File: src/rtl/bias_ctrl_if.sv
// Bias controller bus: load stream, run control, activation stream
// and the registered drive into the bias adder.
interface bias_ctrl_if #(
  parameter int DEPTH = 4,
  parameter int ROWW  = 8
);
  localparam int LW = $clog2(DEPTH) + 1;

  logic            load_start;
  logic [LW-1:0]   load_len;
  logic            load_valid;
  logic [15:0]     load_data;
  logic            load_ready;
  logic            run_start;
  logic [ROWW-1:0] run_rows;
  logic            in_valid;
  logic [15:0]     in_data;
  logic            bias_valid_in;
  logic [15:0]     input_in;
  logic [15:0]     bias_in;
  logic            busy;
  logic            done;
  logic            err;

  modport master (
    output load_start, load_len, load_valid, load_data,
    output run_start, run_rows, in_valid, in_data,
    input  load_ready, bias_valid_in, input_in, bias_in,
    input  busy, done, err
  );

  modport slave (
    input  load_start, load_len, load_valid, load_data,
    input  run_start, run_rows, in_valid, in_data,
    output load_ready, bias_valid_in, input_in, bias_in,
    output busy, done, err
  );
endinterface

File: src/rtl/bias_ctrl.sv
// Bias-vector store and per-element bias issue to the adder unit.
// Define BIAS_CTRL_ERR_EN to build the sticky protocol-error flag.
module bias_ctrl #(
  parameter int DEPTH = 4,
  parameter int ROWW  = 8
) (
  input logic       clk,
  input logic       rst,
  bias_ctrl_if.slave bus
);
  localparam int AW = $clog2(DEPTH);
  localparam int LW = AW + 1;
  localparam logic [LW-1:0]   L1 = LW'(1);
  localparam logic [AW-1:0]   A1 = AW'(1);
  localparam logic [ROWW-1:0] R1 = ROWW'(1);

  typedef enum logic [1:0] {
    IDLE,
    LOAD,
    READY,
    RUN
  } state_t;

  state_t state, state_nx;

  logic [LW-1:0]   len;
  logic [AW-1:0]   wi;
  logic [AW-1:0]   ei;
  logic [ROWW-1:0] rc;
  logic [ROWW-1:0] rows;
  logic [15:0]     mem [DEPTH];

  logic        bv_q;
  logic [15:0] in_q;
  logic [15:0] bias_q;
  logic        done_q;

  logic len_ok;
  logic go_load;
  logic ld_acc;
  logic wr_last;
  logic go_run;
  logic zero_run;
  logic el_acc;
  logic el_wrap;
  logic el_last;

  assign len_ok = (bus.load_len != '0) &&
                  (bus.load_len <= LW'(DEPTH));

  assign go_load = bus.load_start && len_ok &&
                   (state == IDLE || state == READY);

  assign ld_acc  = (state == LOAD) && bus.load_valid;
  assign wr_last = ld_acc && (LW'(wi) == len - L1);

  // load_start takes priority over run_start in READY
  assign go_run   = (state == READY) && !bus.load_start &&
                    bus.run_start && (bus.run_rows != '0);
  assign zero_run = (state == READY) && !bus.load_start &&
                    bus.run_start && (bus.run_rows == '0);

  assign el_acc  = (state == RUN) && bus.in_valid;
  assign el_wrap = (LW'(ei) == len - L1);
  assign el_last = el_acc && el_wrap && (rc == rows - R1);

  always_ff @(posedge clk or posedge rst) begin
    if (rst) state <= IDLE;
    else     state <= state_nx;
  end

  always_comb begin
    state_nx = state;
    unique case (state)
      IDLE:    if (go_load) state_nx = LOAD;
      LOAD:    if (wr_last) state_nx = READY;
      READY: begin
        if (go_load)     state_nx = LOAD;
        else if (go_run) state_nx = RUN;
      end
      RUN:     if (el_last) state_nx = READY;
      default: state_nx = IDLE;
    endcase
  end

  always_ff @(posedge clk or posedge rst) begin
    if (rst) begin
      len    <= '0;
      wi     <= '0;
      ei     <= '0;
      rc     <= '0;
      rows   <= '0;
      bv_q   <= 1'b0;
      in_q   <= '0;
      bias_q <= '0;
      done_q <= 1'b0;
    end else begin
      if (go_load) begin
        len <= bus.load_len;
        wi  <= '0;
      end else if (ld_acc) begin
        wi <= wi + A1;
      end
      if (go_run) begin
        ei   <= '0;
        rc   <= '0;
        rows <= bus.run_rows;
      end else if (el_acc) begin
        if (el_wrap) begin
          ei <= '0;
          rc <= rc + R1;
        end else begin
          ei <= ei + A1;
        end
      end
      bv_q   <= el_acc;
      in_q   <= el_acc ? bus.in_data : '0;
      bias_q <= el_acc ? mem[ei] : '0;
      done_q <= el_last || zero_run;
    end
  end

  // storage is deliberately unreset; READY needs a full load first
  always_ff @(posedge clk) begin
    if (ld_acc) mem[wi] <= bus.load_data;
  end

  assign bus.load_ready    = (state == LOAD);
  assign bus.busy          = (state == LOAD) || (state == RUN);
  assign bus.bias_valid_in = bv_q;
  assign bus.input_in      = in_q;
  assign bus.bias_in       = bias_q;
  assign bus.done          = done_q;

`ifdef BIAS_CTRL_ERR_EN
  logic err_q;
  logic err_hit;

  assign err_hit =
    (bus.in_valid && state != RUN) ||
    (bus.load_start && (state == LOAD || state == RUN)) ||
    (bus.run_start && state != READY) ||
    (bus.load_start && !len_ok);

  always_ff @(posedge clk or posedge rst) begin
    if (rst) err_q <= 1'b0;
    else     err_q <= err_q | err_hit;
  end

  assign bus.err = err_q;
`else
  assign bus.err = 1'b0;
`endif
endmodule
File: src/flat_wrapper.sv
// flat-port wrapper written by rule: the top's interface ports become plain ports
module bias_ctrl_flat 
#(
  parameter int DEPTH = 4,
  parameter int ROWW  = 8
)
  (clk, rst, bus_load_start, bus_load_len, bus_load_valid, bus_load_data, bus_run_start, bus_run_rows, bus_in_valid, bus_in_data, bus_load_ready, bus_bias_valid_in, bus_input_in, bus_bias_in, bus_busy, bus_done, bus_err);
  bias_ctrl_if #(.DEPTH(DEPTH), .ROWW(ROWW)) bus_i ();
  input logic clk;
  input logic rst;
  input wire logic [$bits(bus_i.load_start)-1:0] bus_load_start;
  input wire logic [$bits(bus_i.load_len)-1:0] bus_load_len;
  input wire logic [$bits(bus_i.load_valid)-1:0] bus_load_valid;
  input wire logic [$bits(bus_i.load_data)-1:0] bus_load_data;
  input wire logic [$bits(bus_i.run_start)-1:0] bus_run_start;
  input wire logic [$bits(bus_i.run_rows)-1:0] bus_run_rows;
  input wire logic [$bits(bus_i.in_valid)-1:0] bus_in_valid;
  input wire logic [$bits(bus_i.in_data)-1:0] bus_in_data;
  output wire logic [$bits(bus_i.load_ready)-1:0] bus_load_ready;
  output wire logic [$bits(bus_i.bias_valid_in)-1:0] bus_bias_valid_in;
  output wire logic [$bits(bus_i.input_in)-1:0] bus_input_in;
  output wire logic [$bits(bus_i.bias_in)-1:0] bus_bias_in;
  output wire logic [$bits(bus_i.busy)-1:0] bus_busy;
  output wire logic [$bits(bus_i.done)-1:0] bus_done;
  output wire logic [$bits(bus_i.err)-1:0] bus_err;
  assign bus_i.load_start = bus_load_start;
  assign bus_i.load_len = bus_load_len;
  assign bus_i.load_valid = bus_load_valid;
  assign bus_i.load_data = bus_load_data;
  assign bus_i.run_start = bus_run_start;
  assign bus_i.run_rows = bus_run_rows;
  assign bus_i.in_valid = bus_in_valid;
  assign bus_i.in_data = bus_in_data;
  assign bus_load_ready = bus_i.load_ready;
  assign bus_bias_valid_in = bus_i.bias_valid_in;
  assign bus_input_in = bus_i.input_in;
  assign bus_bias_in = bus_i.bias_in;
  assign bus_busy = bus_i.busy;
  assign bus_done = bus_i.done;
  assign bus_err = bus_i.err;
  bias_ctrl #(.DEPTH(DEPTH), .ROWW(ROWW)) u_core (.clk(clk), .rst(rst), .bus(bus_i));
endmodule
File: config.mk
export PLATFORM = sky130hd
export DESIGN_NAME = bias_ctrl_flat
export DESIGN_NICKNAME = d
export VERILOG_FILES = /design/src/rtl/bias_ctrl_if.sv /design/src/rtl/bias_ctrl.sv /design/src/flat_wrapper.sv
export SDC_FILE = /design/constraint.sdc
export NUM_CORES = 1
export LEC_CHECK = 0
export BUFFER_PORTS_ARGS = -buffer_cell sky130_fd_sc_hd__buf_2
export CORE_UTILIZATION = 24
export CTS_CLUSTER_DIAMETER = 80
export DETAILED_ROUTE_END_ITERATION = 10
export GPL_ROUTABILITY_DRIVEN = 0
export SYNTH_ARGS = -nofsm -noshare
export SYNTH_HDL_FRONTEND = slang
export SYNTH_SLANG_ARGS = --single-unit
File: constraint.sdc
create_clock -name clk -period 2.3 [get_ports clk]
set_input_delay 0.46 -clock clk [delete_from_list [all_inputs] [get_ports clk]]
set_output_delay 0.46 -clock clk [all_outputs]
set_load 0.05 [all_outputs]
# Word level (Yosys, flattened, before mapping)
# Memories as Yosys holds them, arrays and structs flattened.
# Index checks and enable logic that the tools add are counted.
# word_totals
ff_bits	59
mem_bits_rw	64
input_bits	49
out_inout_bits	37
wordCells	70
n_memories	1
# op_classes
addsub	5
n_lt_le_gt_ge	1
eq_ne	10
muxes	18
reduce_logical	25
# memory_table
memory	words	width	rd	rd_clocked_by_memory_dff	wr	line_no	source
u_core.mem	4	16	1	0	1	bias_ctrl.sv:31	logic [15:0] mem [DEPTH];
# op_table
op	n
two-way mux 16 bit	2
two-way mux 8 bit	3
two-way mux 2 bit	10
logical AND 1 bit	12
adder 8 x 1 -> 8 bit (second input constant)	1
== test 8 bit	1
logical NOT 8 bit	1
one-hot mux 2 bit (4 select lines)	1
nonzero test 8 bit	1
subtractor 8 x 1 -> 8 bit (second input constant)	1
== test 2 x 3 -> 1 bit	2
inequality test 2 x 1 -> 1 bit (second input constant)	3
nonzero test 2 bit	3
adder 2 x 1 -> 2 bit (second input constant)	2
== test 2 bit (second input constant)	2
AND reduction 4 bit	1
<= comparator 3 bit (second input constant)	1
logical OR 1 bit	3
inequality test 3 x 1 -> 1 bit (second input constant)	1
nonzero test 3 bit	1
subtractor 3 x 1 -> 3 bit (second input constant)	1
== test 2 x 1 -> 1 bit (second input constant)	1
logical NOT 2 bit	1
two-way mux 1 bit	2
other kinds (2)	2

# Logic depth before layout (Yosys ltp)
# Gate-level depths: netlist of the first run.
# logic_depth
depth_word	7
depth_mapped	7
ltp_nobuf	7

# Worst setup path after synthesis of the first run
# OpenSTA, ideal clock, no wires.
# synth_path
path_type	reg-to-reg
start	reg u_core.state[0]
end	mem u_core.mem[0][0] (enable)
setup_time_ns	0.374
t_arrival_ns	1.853
required_ns	1.926
path_slack_ns	0.074
path_stages_with_launch	3
path_buffers	0
synth_period_minus_slack_ns	2.226
cell_sequence	dfrtp_1 nor2b_1 and3_1
# synth_between
elab_chain_len	4
# synth_lines
item	line_no	source
from (decl)	bias_ctrl.sv:24	state_t state, state_nx;
from (signal assigned)	bias_ctrl.sv:69	else state <= state_nx;
== test 2 x 1 -> 1 bit	n/a	
via bus_load_ready	flat_wrapper.sv:19	output wire logic [$bits(bus_i.load_ready)-1:0] bus_load_ready;
logical AND 1 bit	bias_ctrl.sv:54	assign ld_acc = (state == LOAD) && bus.load_valid;
two-way mux 1 bit	bias_ctrl.sv:125	if (ld_acc) mem[wi] <= bus.load_data;
two-way mux 1 bit (implied by the code)	bias_ctrl.sv:125	
to (decl)	bias_ctrl.sv:31	
# The timed path passes the listed nets, and every way through them passes these cells.

# Worst setup path in the final report of the first run
# layout_path
start	reg u_core.rows[0]
end	reg u_core.state[0]
# layout_between
elab_chain_len	5
# layout_lines
item	line_no	source
from (decl)	bias_ctrl.sv:30	logic [ROWW-1:0] rows;
from (signal assigned)	bias_ctrl.sv:107	rows <= bus.run_rows;
subtractor 8 x 1 -> 8 bit	bias_ctrl.sv:65	assign el_last = el_acc && el_wrap && (rc == rows - R1);
== test 8 bit	bias_ctrl.sv:65	
logical AND 1 bit	bias_ctrl.sv:65	
inequality test 2 x 1 -> 1 bit (no source line)	n/a	
AND reduction 4 bit (no source line)	n/a	
# No other way between the ends.
# A chain may end at the register's enable or synchronous reset.

==> impl_metrics.env, run 1 <==
export IMPL_p_int_mw=4.968
export IMPL_synth_seq_area_share=0.6840
export IMPL_worstPathArrival_ns=2.42
export IMPL_synth_ff_type="edfxtp_1"
export IMPL_grt_pass1_vias=3218
export IMPL_io_pins=86
export IMPL_firstDrtPassIters=4
export IMPL_final_core_util=0.3124
export IMPL_crit_fanout=6
export IMPL_finalCriticalPeriod_ns=2.135
export IMPL_synth_seq_cells=123
export IMPL_worstMarginPinSlew_ns=0.5032
export IMPL_hold_path_class="input port to asynchronous set/reset pin"
export IMPL_die_h_um=145.9
export IMPL_cp_cell_sequence="inv_1 > ha_1 > o21bai_1 > a211oi_1 > o31ai_1 > a2111oi_2 > o21ai_1"
export IMPL_cts_inserted_buffers=17
export IMPL_hold_slack_ns=0.007774
export IMPL_antenna_found_initial=1
export IMPL_syn_avg_cell_area_um2=15.72
export IMPL_outcome="complete, no violations"
export IMPL_cp_slowest_cell="dfrtp_1"
export IMPL_cap_violations=0
export IMPL_finalHoldViolCount=0
export IMPL_core_um2=20230
export IMPL_critPathLaunchType="flip-flop"
export IMPL_grt_max_degree=48
export IMPL_wire_per_inst_um=15.61
export IMPL_drt_initial_drc_count=111
export IMPL_synth_fp_nets=372
export IMPL_htree_levels=4
export IMPL_cts_setup_buffers=0
export IMPL_final_cell_area_um2=6321
export IMPL_timing_rr_start="u_core.rows[0]"
export IMPL_ant_nets=0
export IMPL_ctsResizeCount=0
export IMPL_syn_cell_area_um2=4969
export IMPL_grt_pass1_wl_um=17410
export IMPL_leakage_nw=2.693
export IMPL_grt_usage=0.1105
export IMPL_nets=473
export IMPL_dieWidth_um=145.9
export IMPL_placed_cells=668
export IMPL_finalWirelength_um=10920
export IMPL_power_density_nw_per_um2=1165
export IMPL_cts_root_buf="clkbuf_16"
export IMPL_rsz0062_at_grt="no"
export IMPL_slew_violations=0
export IMPL_n_antenna_cell=0
export IMPL_ir_drop_mv=0.6757
export IMPL_final_cells=700
export IMPL_synth_edff_count=64
export IMPL_port_buffers=84
export IMPL_tns_ns=0
export IMPL_timing_fmax_ghz=0.4684
export IMPL_required_ns=2.59
export IMPL_synthToLayoutAreaGrowth_pct=27.22
export IMPL_drc=0
export IMPL_ff2ff_setup_slack_ns=0.17
export IMPL_place_area_um2=5756
export IMPL_avgViaCountPerCell=4.173
export IMPL_synth_cell_types=45
export IMPL_share_seq_of_total_power=0.398
export IMPL_cts_tree="done"
export IMPL_cts_clk_slew_worst_paths_ns=0.06
export IMPL_p_clk_frac=0.347
export IMPL_power_total_mw=7.364
export IMPL_slowest_delay_ns=0.45
export IMPL_finalCritPeriodShare=0.9282
export IMPL_cts_sinks=123
export IMPL_worstRegToRegCells=7
export IMPL_relSlewSlack=0.6639
export IMPL_fin_skew_ns=0.008310
export IMPL_synth_cells=316
export IMPL_path_class="flip-flop to flip-flop"
export IMPL_power_frac_comb=0.254
export IMPL_postCtsHoldBufs=0
export IMPL_overflow=0
export IMPL_start_util=0.2455
export IMPL_preCtsSetupSlack_ns=0.1242
export IMPL_ctsLongestPathBuffers=2
export IMPL_synthArstFlopShare=0.4797
export IMPL_clk_latency_ns=0.41
export IMPL_netSwitchingPower_mw=2.395
export IMPL_vias=2921
export IMPL_fp_dieArea_um2=21280
export IMPL_hpwl_um=7228
export IMPL_swShare=0.3253
export IMPL_worstSetupEndpointType="flip-flop"
export IMPL_rows=52
export IMPL_drive_gt1_frac=0.3442
export IMPL_setup_slack_ns=0.1652
export IMPL_reg2reg_to="u_core.state[0]"
export IMPL_finalSetupViolations=0
export IMPL_yosysWarnings=0
==> layer usage <==
layer	vias up	track usage	share of wire
met3	15	0.03730	0.049
met5	-	0	0.0012
li1	1350	-	-
met1	1489	0.1209	0.41
met2	65	0.1955	0.52
met4	2	0.04526	0.014
==> layout by cell type, fill, tap and decap left out, drive strengths merged, types with 2 or more instances in the layout <==
master / synthesis / routed
nor3: 4 / 4
nor2: 18 / 18
mux2: 6 / 6
o21ai: 8 / 8
edfxtp: 64 / 64
clkbuf: 8 / 18
a31oi: 2 / 2
dfrtp: 59 / 59
mux4: 16 / 16
xnor2: 13 / 13
a21oi: 3 / 3
and4: 2 / 2
and2: 36 / 36
clkinvlp: 0 / 4
clkinv: 0 / 3
ha: 7 / 7
xor2: 13 / 13
and3: 7 / 7
inv: 8 / 14
nand3: 3 / 3
nand4: 2 / 2
nand2: 10 / 10
nor4: 5 / 5
buf: 5 / 95
==> worst max path at each step <==
| stage | start | endpoint |
|---|---|---|
| floorplan | u_core.state[0] | u_core.mem[0][0] |
| global placement | u_core.len[0] | u_core.state[0] |
| detailed placement | u_core.rows[0] | u_core.state[0] |
| CTS | u_core.rows[0] | u_core.state[0] |
| global route | u_core.rows[0] | u_core.state[0] |
| finish | u_core.rows[0] | u_core.state[0] |
==> power groups by stage <==
stage	registers [mW]	clock network, mW	logic, mW
after floorplan	3.09	0	1.28
after global placement	2.95	0	1.84
after detailed placement	2.97	0	1.91
after CTS	2.94	2.63	1.92
after global routing	2.98	2.72	2.05
final	2.93	2.56	1.87
==> critical path: cells and delay by family, from the launching register on <==
| kind | cells | cell delay, ns |
|---|---|---|
| flip-flops | 1 | 0.45 |
| AO/OA/AOI/OAI | 5 | 1.19 |
| adder cells (fa/ha/maj) | 1 | 0.29 |
| buffers and inverters | 1 | 0.08 |
==> cells in the mapped netlist (2+ instances only) <==
library cell   n  share of area
edfxtp_1      64           0.39
dfrtp_1       59           0.30
and2_1        36          0.045
nor2_1        18          0.014
xor2_1        13          0.023
xnor2_1       12          0.021
nand2_1       10         0.0076
mux4_2         9          0.041
clkbuf_1       8         0.0060
inv_1          8         0.0060
and3_1         7         0.0088
ha_1           7          0.018
mux4_1         7          0.037
o21ai_0        7         0.0071
mux2_2         6          0.014
nor4_1         5         0.0063
nor3_1         4         0.0040
a21oi_1        3         0.0030
a31oi_1        2         0.0025
and4_1         2         0.0035
buf_2          2         0.0020
buf_4          2         0.0030
nand3_1        2         0.0020
nand4_1        2         0.0025
==> kinds of logic (layout without fill, tap and decap cells) <==
group | Yosys count | in the layout | share of synthesized area
muxes | 23 | 23 | 0.09343
buffers and inverters | 21 | 135 | 0.01939
and+or+nand+nor | 94 | 94 | 0.1103
adders and majority gates | 7 | 7 | 0.01763
other | 1 | 1 | 0.0007548
DFF | 123 | 123 | 0.6840
xor gates and xnor gates | 26 | 26 | 0.04734
AOI/OAI and AO/OA | 21 | 21 | 0.02720
==> sequential cells by signal, summed over array words and instances, names as in the netlist <==
| name | flops |
|---|---|
| u_core.bus.done | 1 |
| u_core.state | 2 |
| u_core.rows | 8 |
| u_core.bus.bias_in | 16 |
| u_core.bus.bias_valid_in | 1 |
| u_core.wi | 2 |
| u_core.bus.input_in | 16 |
| u_core.ei | 2 |
| u_core.len | 3 |
| u_core.rc | 8 |
| u_core.mem | 64 |
==> layout make-up <==
class                   instances  area, um^2
well taps                     270       337.8
multi-input cells             172        1474
flip-flops and latches        123        3398
clock buffers                  18       429.2
inverters                       8       30.03
clock inverters                14       136.4
repair buffers                 95       515.5
fillers                      2017       13910
No activity file was read; power rests on OpenSTA's default activity.
==> inputs of run 2 (changes only) <==
CORE_MARGIN = 2   (was unset)
CTS_BUF_LIST = sky130_fd_sc_hd__clkbuf_2   (was unset)
==> run 2 against run 1 <==
Against the previous run:
- sequential share of layout area fell by 0.92 points
- first-iteration DRC count fell by 3.6%
- final area rose by 1.8%
- worst hold slack improved by 0.16 ns
- non-clock buffer count rose by 44
- total power fell by 16%
- core utilization rose by 0.45 points
- fmax rose by 1.9%
- worst setup slack improved by 0.040 ns
- global-route usage fell by 0.27 points
- critical path type unchanged
- critical endpoint unchanged
==> impl_metrics.env, run 2 (same netlist as run 1, synthesis figures left out) <==
export IMPL_worstPathArrival_ns=2.65
export IMPL_whs_path_depth=4
export IMPL_start_util=0.2448
export IMPL_worstRegToRegCells=7
export IMPL_critPathLaunchType="flip-flop"
export IMPL_cts_inserted_buffers=17
export IMPL_dieWidth_um=147.9
export IMPL_final_cell_area_um2=6434
export IMPL_wire_per_inst_um=14.79
export IMPL_die_h_um=147.9
export IMPL_ant_nets=0
export IMPL_final_cell_mix="buf_2, edfxtp_1, dfrtp_1"
export IMPL_hold_slack_ns=0.1680
export IMPL_grt_pass1_wl_um=17780
export IMPL_drive_gt1_frac=0.3165
export IMPL_ctsLongestPathBuffers=2
export IMPL_tns_ns=0
export IMPL_timing_fmax_ghz=0.4775
export IMPL_cts_clk_slew_worst_paths_ns=0.20
export IMPL_antenna_found_initial=0
export IMPL_leakage_nw=2.749
export IMPL_layout_commonest_cell="buf_2"
export IMPL_vias=3092
export IMPL_fin_skew_ns=0.03557
export IMPL_core_um2=20300
export IMPL_hpwl_um=7067
export IMPL_power_total_mw=6.198
export IMPL_cts_sinks=123
export IMPL_final_cells=744
export IMPL_n_antenna_cell=0
export IMPL_cts_tree="done"
export IMPL_finalWirelength_um=11000
export IMPL_grt_usage=0.1078
export IMPL_slew_violations=0
export IMPL_hold_path_class="input port to flip-flop"
export IMPL_ff2ff_setup_slack_ns=0.21
export IMPL_drt_initial_drc_count=107
export IMPL_firstDrtPassIters=4
export IMPL_placed_cells=668
export IMPL_path_class="flip-flop to flip-flop"
export IMPL_finalCritPeriodShare=0.9106
export IMPL_largest_reg_flops=64
export IMPL_fp_dieArea_um2=21870
export IMPL_rows=52
export IMPL_avgViaCountPerCell=4.156
export IMPL_finalSetupViolations=0
export IMPL_min_from="bus_load_valid"
export IMPL_drc=0
export IMPL_ir_drop_mv=0.3821
export IMPL_cap_violations=0
export IMPL_timing_rr_start="u_core.len[0]"
export IMPL_hold_path_end="u_core.state[0]"
export IMPL_clk_latency_ns=0.65
export IMPL_power_density_nw_per_um2=963.4
export IMPL_grt_max_degree=60
export IMPL_port_buffers=84
export IMPL_cts_root_buf="clkbuf_2"
export IMPL_fillers=2032
export IMPL_reg2reg_to="u_core.state[0]"
export IMPL_finalHoldViolCount=0
export IMPL_io_pins=86
export IMPL_top_register="u_core.mem"
export IMPL_required_ns=2.85
export IMPL_overflow=0
export IMPL_place_area_um2=5756
export IMPL_htree_levels=4
export IMPL_nets=517
export IMPL_grt_pass1_vias=3508
export IMPL_worstSetupEndpointType="flip-flop"
export IMPL_rsz0062_at_grt="no"
export IMPL_crit_fanout=3
export IMPL_outcome="complete, no violations"
export IMPL_synthToLayoutAreaGrowth_pct=29.49
export IMPL_finalCriticalPeriod_ns=2.094
run 2: cell types whose count changed in the layout (fill, tap and decap cells not counted), sizes merged:
cell and change:
clkbuf +2, inv -5, dlygate4sd3 +44, bufinv +1, clkinv +2
run 2: metrics by stage:
step | utilization | setup slack [ns]
floorplan | - | 0.07363
global placement | 0.2835 | 0.3572
detailed placement | 0.2835 | 0.1933
CTS | 0.3166 | 0.0006489
global route | 0.3169 | 0.007945
finish | 0.3169 | 0.2056
run 2: power breakdown:
group          internal [mW]  switching (mW)
logic                  0.836            1.11
clock network          0.504           0.817
registers               2.68           0.249
total                   4.02            2.18
run 2: worst max-delay path, cell delays in order (launching register included):
cell and delay [ns]:
dfrtp_1 0.47, inv_1 0.08, ha_1 0.33, xnor2_1 0.17, nor4b_4 0.26, nand3_2 0.10, a2111oi_2 0.46, o21ai_1 0.13
run 2: worst max path at each step:
stage	start	end	slack, ns	cells past startpoint
after floorplan	u_core.state[0]	u_core.mem[0][0]	0.07	2
after global placement	u_core.len[0]	u_core.state[0]	0.36	7
after detailed placement	u_core.rows[0]	u_core.state[0]	0.19	7
after CTS	u_core.state[0]	bus_load_ready	0.0006	2
after global routing	u_core.rows[1]	u_core.state[0]	0.008	7
final	u_core.len[0]	u_core.state[0]	0.21	7
run 2: routing by layer:
| layer | wire, um | global-route usage | share of wire | up-vias |
|---|---|---|---|---|
| li1 | - | - | - | 1443 |
| met2 | 5635 | 0.1867 | 0.51 | 84 |
| met3 | 517 | 0.04074 | 0.047 | 11 |
| met1 | 4718 | 0.1234 | 0.43 | 1554 |
| met4 | 132 | 0.03476 | 0.012 | 0 |
| met5 | 0 | 0 | 0 | - |
run 2: final cells by class:
cell class / instances / area (um^2) / share of cell area
Timing Repair Buffer: 139 / 958.4 / 0.1490
Tap cell: 270 / 337.8 / 0.05251
Multi-Input combinational cell: 172 / 1481 / 0.2303
Inverter: 8 / 30.03 / 0.004667
Clock buffer: 20 / 100.1 / 0.01556
Sequential cell: 123 / 3400 / 0.5284
Clock inverter: 12 / 126.4 / 0.01964
run 2: repair_timing:
| action | CTS | global route |
|---|---|---|
| buffers inserted | 0 | 0 |
| endpoints found under the hold margin | 150 | 0 |
| setup endpoints to repair | 1 | 3 |
| hold buffers | 44 | 0 |
| pin swaps | 0 | 0 |
| gates resized for setup | 2 | 2 |
==> inputs of run 3 (changes only) <==
==> constraint.sdc (replaced) <==
create_clock -name clk -period 1.91 [get_ports clk]
set_input_delay 0.382 -clock clk [delete_from_list [all_inputs] [get_ports clk]]
set_output_delay 0.382 -clock clk [all_outputs]
set_load 0.01 [all_outputs]
==> run 3 against run 2 <==
Against the previous run:
- sequential cell count unchanged
- total power up 23%
- combinational power up 31%
- first-iteration DRC count up 4.7%
- routed wire length up 1.3%
- register-to-register slack worse by 0.12 ns
- core utilization up 1.2 points
- highest routed layer unchanged
==> impl_metrics.env, run 3 (same netlist as run 1, synthesis figures left out) <==
export IMPL_drc=0
export IMPL_core_um2=20300
export IMPL_fillers=2037
export IMPL_drt_initial_drc_count=112
export IMPL_finalCriticalPeriod_ns=1.823
export IMPL_power_density_nw_per_um2=1145
export IMPL_io_pins=86
export IMPL_start_util=0.2448
export IMPL_cts_clk_slew_worst_paths_ns=0.20
export IMPL_ant_nets=0
export IMPL_cts_root_buf="clkbuf_2"
export IMPL_cts_tree="done"
export IMPL_worstRegToRegCells=7
export IMPL_final_core_util=0.3286
export IMPL_outcome="complete, no violations"
export IMPL_critical_path_top_delay_family="simple AND/OR/NAND/NOR gates"
export IMPL_worstPathArrival_ns=2.39
export IMPL_fp_dieArea_um2=21870
export IMPL_rsz0062_at_grt="yes"
export IMPL_die_h_um=147.9
export IMPL_avgViaCountPerCell=4.089
export IMPL_largest_reg_flops=64
export IMPL_ir_drop_mv=0.5970
export IMPL_finalCritPeriodShare=0.9546
export IMPL_clk_latency_ns=0.68
export IMPL_reg2reg_to="u_core.state[0]"
export IMPL_path_class="flip-flop to flip-flop"
export IMPL_timing_rr_start="u_core.len[0]"
export IMPL_overflow=0
export IMPL_cp_cell_sequence="inv_2 > ha_4 > xnor2_4 > nor4b_4 > nand3_2 > a2111oi_4 > o21ai_1"
export IMPL_ctsLongestPathBuffers=2
export IMPL_port_buffers=84
export IMPL_hold_path_end="u_core.len[2]"
export IMPL_leakage_nw=2.827
export IMPL_grt_max_degree=60
export IMPL_hpwl_um=7249
export IMPL_min_from="bus_load_start"
export IMPL_vias=3091
export IMPL_timing_fmax_ghz=0.5485
export IMPL_finalWirelength_um=11150
export IMPL_critPathLaunchType="flip-flop"
export IMPL_ff2ff_setup_slack_ns=0.09
export IMPL_preCtsSetupSlack_ns=-0.01474
export IMPL_cp_slowest_cell="dfrtp_1"
export IMPL_cap_violations=0
export IMPL_top_register="u_core.mem"
export IMPL_htree_levels=4
export IMPL_required_ns=2.48
export IMPL_nets=528
export IMPL_rows=52
export IMPL_whs_path_depth=3
export IMPL_dieWidth_um=147.9
export IMPL_setup_slack_ns=0.08677
export IMPL_finalSetupViolations=0
export IMPL_crit_fanout=3
export IMPL_antenna_found_initial=1
export IMPL_power_total_mw=7.636
export IMPL_synthToLayoutAreaGrowth_pct=34.25
export IMPL_slew_violations=0
export IMPL_grt_pass1_vias=3407
export IMPL_finalHoldViolCount=0
export IMPL_layout_commonest_cell="buf_2"
export IMPL_grt_pass1_wl_um=17960
export IMPL_wire_per_inst_um=14.75
export IMPL_hold_path_class="input port to flip-flop"
export IMPL_cts_inserted_buffers=17
export IMPL_worstSetupEndpointType="flip-flop"
export IMPL_slowest_delay_ns=0.43
export IMPL_drive_gt1_frac=0.3505
export IMPL_fin_skew_ns=0.04403
export IMPL_grt_usage=0.1083
export IMPL_final_cell_mix="buf_2, edfxtp_1, dfrtp_1"
export IMPL_cts_sinks=123
export IMPL_worstPathBufferInverterCount=1
export IMPL_firstDrtPassIters=4
## run 3: layer usage
metal  part of all wire  wire, um  track usage
met1               0.43      4759       0.1274
met2               0.52      5746       0.1865
met3              0.044       487      0.03920
met4              0.014       157      0.03143
met5                  0         0            0
## run 3: worst min-delay path, stage by stage
cell	delay, ns
buf_2	0.10
nor4bb_1	0.13
mux2_2	0.22
## run 3: stage by stage
step	cells	TNS, ns	hold slack [ns]	instance area (um^2)
finish	756	0	0.1928	6670
global route	756	-0.1162	0.04111	6670
CTS	753	0	0.08181	6598
detailed placement	672	-0.01474	0.4709	5881
global placement	672	0	0.4654	5881
floorplan	316	0	0.4809	5001
## run 3: area by class of cell
| type | instances | area [um^2] | area share |
|---|---|---|---|
| diodes | 1 | 2.502 | 0.0003752 |
| multi-input cells | 172 | 1560 | 0.2339 |
| well taps | 270 | 337.8 | 0.05065 |
| clock buffers | 17 | 85.08 | 0.01276 |
| clock inverters | 15 | 136.4 | 0.02045 |
| flip-flops and latches | 123 | 3401 | 0.5098 |
| inverters | 8 | 30.03 | 0.004502 |
| repair buffers | 150 | 1117 | 0.1675 |
## run 3: worst max-delay path by stage
stage	start	endpoint	slack, ns	cells past startpoint
after floorplan	u_core.len[0]	u_core.state[0]	0.004	7
after global placement	u_core.rows[0]	u_core.state[0]	0.1	7
after detailed placement	u_core.rows[0]	u_core.state[0]	-0.01	7
after CTS	u_core.state[1]	bus_load_ready	0.0006	2
after global routing	u_core.state[1]	bus_load_ready	-0.06	2
final	u_core.len[0]	u_core.state[0]	0.09	7
## run 3: what timing repair did
action	4_1_cts	5_1_grt
endpoints found under the hold margin	152	0
buffers inserted	5	2
endpoints found under the setup margin	3	9
gates resized for setup	4	11
hold buffers	45	0
pin swaps	0	2
## run 3: report_power, final
part           total (mW)  internal [mW]  switching [mW]
Clock                1.56          0.487            1.08
Sequential           3.51           3.23           0.281
Combinational        2.56           1.34            1.22
Total                7.64           5.06            2.58
